$ cat config.mk
export PLATFORM = sky130hd
export DESIGN_NAME = hex_scan_driver
export DESIGN_NICKNAME = d
export VERILOG_FILES = /design/src/rtl/hex_scan_driver.sv
export SDC_FILE = /design/constraint.sdc
export NUM_CORES = 1
export LEC_CHECK = 0
export CELL_PAD_IN_SITES_DETAIL_PLACEMENT = 1
export CELL_PAD_IN_SITES_GLOBAL_PLACEMENT = 2
export CORE_UTILIZATION = 39
export CTS_BUF_LIST = sky130_fd_sc_hd__clkbuf_4 sky130_fd_sc_hd__clkbuf_8 sky130_fd_sc_hd__clkbuf_16
export CTS_CLUSTER_DIAMETER = 100
export DETAILED_ROUTE_END_ITERATION = 7
export DONT_BUFFER_PORTS = 1
export GPL_TIMING_DRIVEN = 0
export PLACE_DENSITY_LB_ADDON = 0.1
export RECOVER_POWER = 25
export SYNTH_ARGS = -nofsm -noshare
export SYNTH_HDL_FRONTEND = slang
export SYNTH_SLANG_ARGS = --single-unit
$ cat constraint.sdc
create_clock -name clk -period 2.7 [get_ports clk]
set_input_delay 0.27 -clock clk [delete_from_list [all_inputs] [get_ports clk]]
set_output_delay 0.27 -clock clk [all_outputs]
set_load 0.02 [all_outputs]
$ cat src/rtl/hex_scan_driver.sv
// hex_scan_driver: time-multiplexed seven-segment driver.
// A shadow register holds DIGITS hex nibbles plus decimal points. A divider
// advances a digit index every SCAN_DIV cycles. A single decoder drives a
// shared active-low segment bus with one active-low anode per digit.
// Optional feature: define LEADING_ZERO_BLANK_EN to suppress the segments of
// leading zero digits. Digit 0 is never suppressed.
module hex_scan_driver #(
    parameter int DIGITS   = 4,
    parameter int SCAN_DIV = 50000
) (
    input  logic                  clk,
    input  logic                  rst,
    input  logic                  load,
    input  logic [4*DIGITS-1:0]   value,
    input  logic [DIGITS-1:0]     dp_in,
    input  logic                  blank,
    output logic [6:0]            seg_n,
    output logic                  dp_n,
    output logic [DIGITS-1:0]     an_n
);

    localparam int IDX_W = (DIGITS > 1) ? $clog2(DIGITS) : 1;
    localparam int DIV_W = (SCAN_DIV > 1) ? $clog2(SCAN_DIV) : 1;
    // Lookup tables are padded to a power of two so any idx value is a legal index
    localparam int PAD_N = 1 << IDX_W;

    logic [4*DIGITS-1:0] val_q_reg;
    logic [DIGITS-1:0]   dp_q_reg;
    logic [DIV_W-1:0]    div_cnt_reg;
    logic [IDX_W-1:0]    idx_reg;
    logic                adv;

    logic [6:0]          seg_n_reg, seg_n_next;
    logic                dp_n_reg, dp_n_next;
    logic [DIGITS-1:0]   an_n_reg, an_n_next;

    logic [3:0]          nib_arr [PAD_N];
    logic [PAD_N-1:0]    dp_vec;
    logic                suppress;

    assign adv = (div_cnt_reg == DIV_W'(SCAN_DIV - 1));

    // Shadow register: outputs only ever show latched data
    always_ff @(posedge clk) begin
        if (rst) begin
            val_q_reg <= '0;
            dp_q_reg  <= '0;
        end else if (load) begin
            val_q_reg <= value;
            dp_q_reg  <= dp_in;
        end
    end

    // Scan divider and digit index; keep running while blanked to preserve phase
    always_ff @(posedge clk) begin
        if (rst) begin
            div_cnt_reg <= '0;
            idx_reg     <= '0;
        end else begin
            if (adv) begin
                div_cnt_reg <= '0;
                if (idx_reg == IDX_W'(DIGITS - 1))
                    idx_reg <= '0;
                else
                    idx_reg <= idx_reg + IDX_W'(1);
            end else begin
                div_cnt_reg <= div_cnt_reg + DIV_W'(1);
            end
        end
    end

    // Unpack nibbles and decimal points into idx-addressable tables
    genvar gi;
    generate
        for (gi = 0; gi < PAD_N; gi++) begin : g_unpack
            if (gi < DIGITS) begin : g_real
                assign nib_arr[gi] = val_q_reg[4*gi +: 4];
                assign dp_vec[gi]  = dp_q_reg[gi];
            end else begin : g_pad
                assign nib_arr[gi] = 4'h0;
                assign dp_vec[gi]  = 1'b0;
            end
        end
    endgenerate

`ifdef LEADING_ZERO_BLANK_EN
    // lz_mask[i] = 1 when digits DIGITS-1 down to i are all zero (i > 0)
    logic [PAD_N-1:0] lz_mask;
    generate
        for (gi = 0; gi < PAD_N; gi++) begin : g_lz
            if (gi == 0 || gi >= DIGITS) begin : g_never
                assign lz_mask[gi] = 1'b0;
            end else begin : g_cmp
                assign lz_mask[gi] = (val_q_reg[4*DIGITS-1:4*gi] == '0);
            end
        end
    endgenerate
    assign suppress = lz_mask[idx_reg];
`else
    assign suppress = 1'b0;
`endif

    // Next output values: decode the current digit, or all-off when blanked
    always_comb begin
        seg_n_next = 7'h7F;
        dp_n_next  = 1'b1;
        an_n_next  = '1;
        if (!blank) begin
            if (!suppress) begin
                case (nib_arr[idx_reg])
                    4'h0: seg_n_next = 7'b0000001;
                    4'h1: seg_n_next = 7'b1001111;
                    4'h2: seg_n_next = 7'b0010010;
                    4'h3: seg_n_next = 7'b0000110;
                    4'h4: seg_n_next = 7'b1001100;
                    4'h5: seg_n_next = 7'b0100100;
                    4'h6: seg_n_next = 7'b0100000;
                    4'h7: seg_n_next = 7'b0001111;
                    4'h8: seg_n_next = 7'b0000000;
                    4'h9: seg_n_next = 7'b0000100;
                    4'hA: seg_n_next = 7'b0001000;
                    4'hB: seg_n_next = 7'b1100000;
                    4'hC: seg_n_next = 7'b0110001;
                    4'hD: seg_n_next = 7'b1000010;
                    4'hE: seg_n_next = 7'b0110000;
                    default: seg_n_next = 7'b0111000;
                endcase
            end
            dp_n_next = ~dp_vec[idx_reg];
            an_n_next = ~(DIGITS'(1) << idx_reg);
        end
    end

    // Output register: segments, point and anodes switch on the same edge
    always_ff @(posedge clk) begin
        if (rst) begin
            seg_n_reg <= 7'h7F;
            dp_n_reg  <= 1'b1;
            an_n_reg  <= '1;
        end else begin
            seg_n_reg <= seg_n_next;
            dp_n_reg  <= dp_n_next;
            an_n_reg  <= an_n_next;
        end
    end

    assign seg_n = seg_n_reg;
    assign dp_n  = dp_n_reg;
    assign an_n  = an_n_reg;

endmodule

==> metrics.txt <==
share of the synthesized area in the top cell type 45.4%; GP Congestion 0.769; Syn Nets 255; CP cell instances buf_6 > mux4_1 > inv_1 > ha_1 > o211ai_1 > o211ai_1; biggest fanout along the worst timing path 8; total I/O pin count 36; vias in the first global route 1,612; CP startpoint kind register; pre-CTS WS 0.544 ns; register bit total from synthesis 50; Initial Util 40.3%; WP data required 2.86 ns; Worst Slack Setup Final 0.548 ns; clock skew 0.00708 ns; peak supply drop 0.310 mV; Clk Latency, worst-skew pair 0.30 ns; Most used DFF post-synth dfxtp_1; Rows 27; Detailed Place HPWL 3500 um; period utilization 79.7%; Slew HR 51.0%; Num CTS Buffers 5; Detailed Route WL 4590 um; CP dominant cell by count o211ai_1; CP endpoint kind register; final hold viol count 0; area leader, netlist dfxtp_1; Combinational Power Share 7.0%; clk root buf clkbuf_8; Avg Inst Size Synth 10.0 um^2; Routed wire per std cell 15.3 um; Final Setup Violations 0; Min-Delay Path Depth 2; NetSw 333 uW; antenna cells 0; drt pass-1 iters 4; maximum level of the CTS H-tree 2; WP data arrival 2.31 ns; GRT Total Usage 16.5%; pin count of the biggest net entering global routing 16; Peak Freq 0.465 GHz; # port buffers 0; pwr dens 633 nW/um^2; RSZ-0062 raised after global routing no; Seq/Total Area, Yosys 45.4%; Reg2Reg Launch Point idx_reg[0]; setup TNS 0 ns; worst slew pin tran 0.734 ns; Leak 0.000928 uW; number of fill cells 649; Net Sw Frac 21.6%; Post-synth EDFFs 0; total number of vias 1,551; CTS clock-pin slew for the worst setup and hold paths 0.09 ns; global route overflow 0; Hold Crit Class in2reg; outcome complete, no violations; final design utilization 44.6%; sequential share of power 51.3%; clock tree buffer depth 2; first-pass GRT wire length 7730 um; post-route ant nets 0; area delta synth->final 10.6%; postcts setup bufs 0; Netlist Area Pre-Place 2210 um^2; hold buffers post-CTS 0; CP Class reg2reg; Int Pwr 1210 uW; Slew Viols, Final 0; Syn. warnings 0; die area 5960 um^2; die width 77.2 um; Distinct cells, synth 38; Clock power frac 41.7%; nets@finish 262; fin crit period 2.15 ns; Iteration-0 DRC Markers 33; slowest CP cell mux4_1; crit-path max cell delay 0.70 ns; vias per cell 5.17; cts repair resizes 0; r2r worst-path depth 6; Synth Instances 220; hold endpoint val_q_reg[11]; core area 5470 um^2; Synth area leaders dfxtp_1 45%, mux2i_1 10%, nor2_1 7.1%; share of post-route cells with drive strength above 1 8.33%; Hold Crit Start value[11]; initial antenna violation count 0; CTS tree done; # DRC 0; share of async-settable or async-resettable flops after synthesis 0%; reg2reg setup slack 0.55 ns; DIE HEIGHT 77.2 um; clock sinks 50; max_cap viols 0; FF-to-FF End seg_n[5]
==> per-layer routing <==
| metal | GRT usage [%] | part of all wire, % | vias up |
|---|---|---|---|
| met1 | 20.9 | 47 | 760 |
| met5 | 0 | 0 | - |
| met3 | 4.76 | 3.4 | 4 |
| met4 | 4.53 | 0.63 | 0 |
| li1 | - | - | 762 |
| met2 | 27.2 | 49 | 25 |
==> how the worst max path moves through the flow <==
| stage | startpoint | end | slack (ns) | cells past startpoint |
|---|---|---|---|---|
| final | idx_reg[0] | seg_n[5] | 0.55 | 6 |
| after global routing | idx_reg[0] | seg_n[5] | 0.47 | 6 |
| after global placement | idx_reg[0] | seg_n[5] | 0.63 | 6 |
| after floorplan | idx_reg[0] | seg_n[5] | 0.80 | 6 |
| after detailed placement | idx_reg[0] | seg_n[5] | 0.54 | 6 |
| after CTS | idx_reg[0] | seg_n[5] | 0.53 | 6 |
==> metrics by stage <==
stage	hold slack (ns)	cell area [um^2]	power, uW	instances
finish	0.117	2440	1540	300
global route	0.101	2440	1600	300
CTS	0.108	2440	1560	300
detailed placement	0.430	2300	918	292
global placement	0.420	2300	910	292
floorplan	0.417	2210	891	220
==> kinds of logic after synthesis <==
group / Yosys count / share of synthesized area, %
XOR/XNOR: 14 / 5.56
multiplexers: 27 / 15.4
flip-flops: 50 / 45.4
AND/OR/NAND/NOR: 85 / 18.5
buffers and inverters: 19 / 4.31
AO/OA/AOI/OAI: 14 / 4.59
adder cells (fa/ha/maj): 11 / 6.24
==> power groups by stage <==
stage | combinational [uW] | sequential, uW | clock [uW]
6_report | 107 | 791 | 644
2_1_floorplan | 86.5 | 805 | 0
5_1_grt | 122 | 795 | 682
3_3_place_gp | 102 | 808 | 0
4_1_cts | 109 | 792 | 660
3_5_place_dp | 109 | 810 | 0
==> cells in the final DEF, fill, tap and decap left out, types with 4 or more instances in the layout <==
| cell type | count |
|---|---|
| nor3_1 | 4 |
| clkbuf_1 | 7 |
| nor4_1 | 4 |
| clkbuf_8 | 6 |
| nand3_1 | 6 |
| nand2_1 | 11 |
| mux2i_1 | 22 |
| nor2_1 | 42 |
| inv_1 | 8 |
| xnor2_1 | 12 |
| dfxtp_1 | 50 |
| ha_1 | 11 |
==> synth_stat cells, types with 2 or more instances <==
cell type	count
mux4_2	3
o211ai_1	2
nor4bb_1	2
clkbuf_1	7
inv_1	8
nand4_1	3
buf_6	3
mux2i_1	22
o21ai_1	2
mux4_1	2
dfxtp_1	50
nand3b_1	2
a21oi_1	3
ha_1	11
xnor2_1	12
nand2b_1	3
nand2_1	11
xor2_1	2
nor3_1	4
nand3_1	6
nor2_1	42
nor4_1	4
==> final cells by class <==
class	count	area, um^2	area share (%)
tap	72	90.1	3.69
clock buffer	6	82.6	3.39
buffer	11	65.1	2.67
clock inverter	2	60.1	2.46
sequential	50	1000	41.0
multi-input combinational	151	1110	45.5
inverter	8	30.0	1.23
==> critical path: cells and delay by family (launching register included) <==
kind            cells  cell delay, ns
buf+inv             2            0.36
flops               1            0.39
fa+ha+maj           1            0.27
compound gates      2            0.29
mux                 1            0.70
Note: power is estimated with default switching activity, not from simulation.
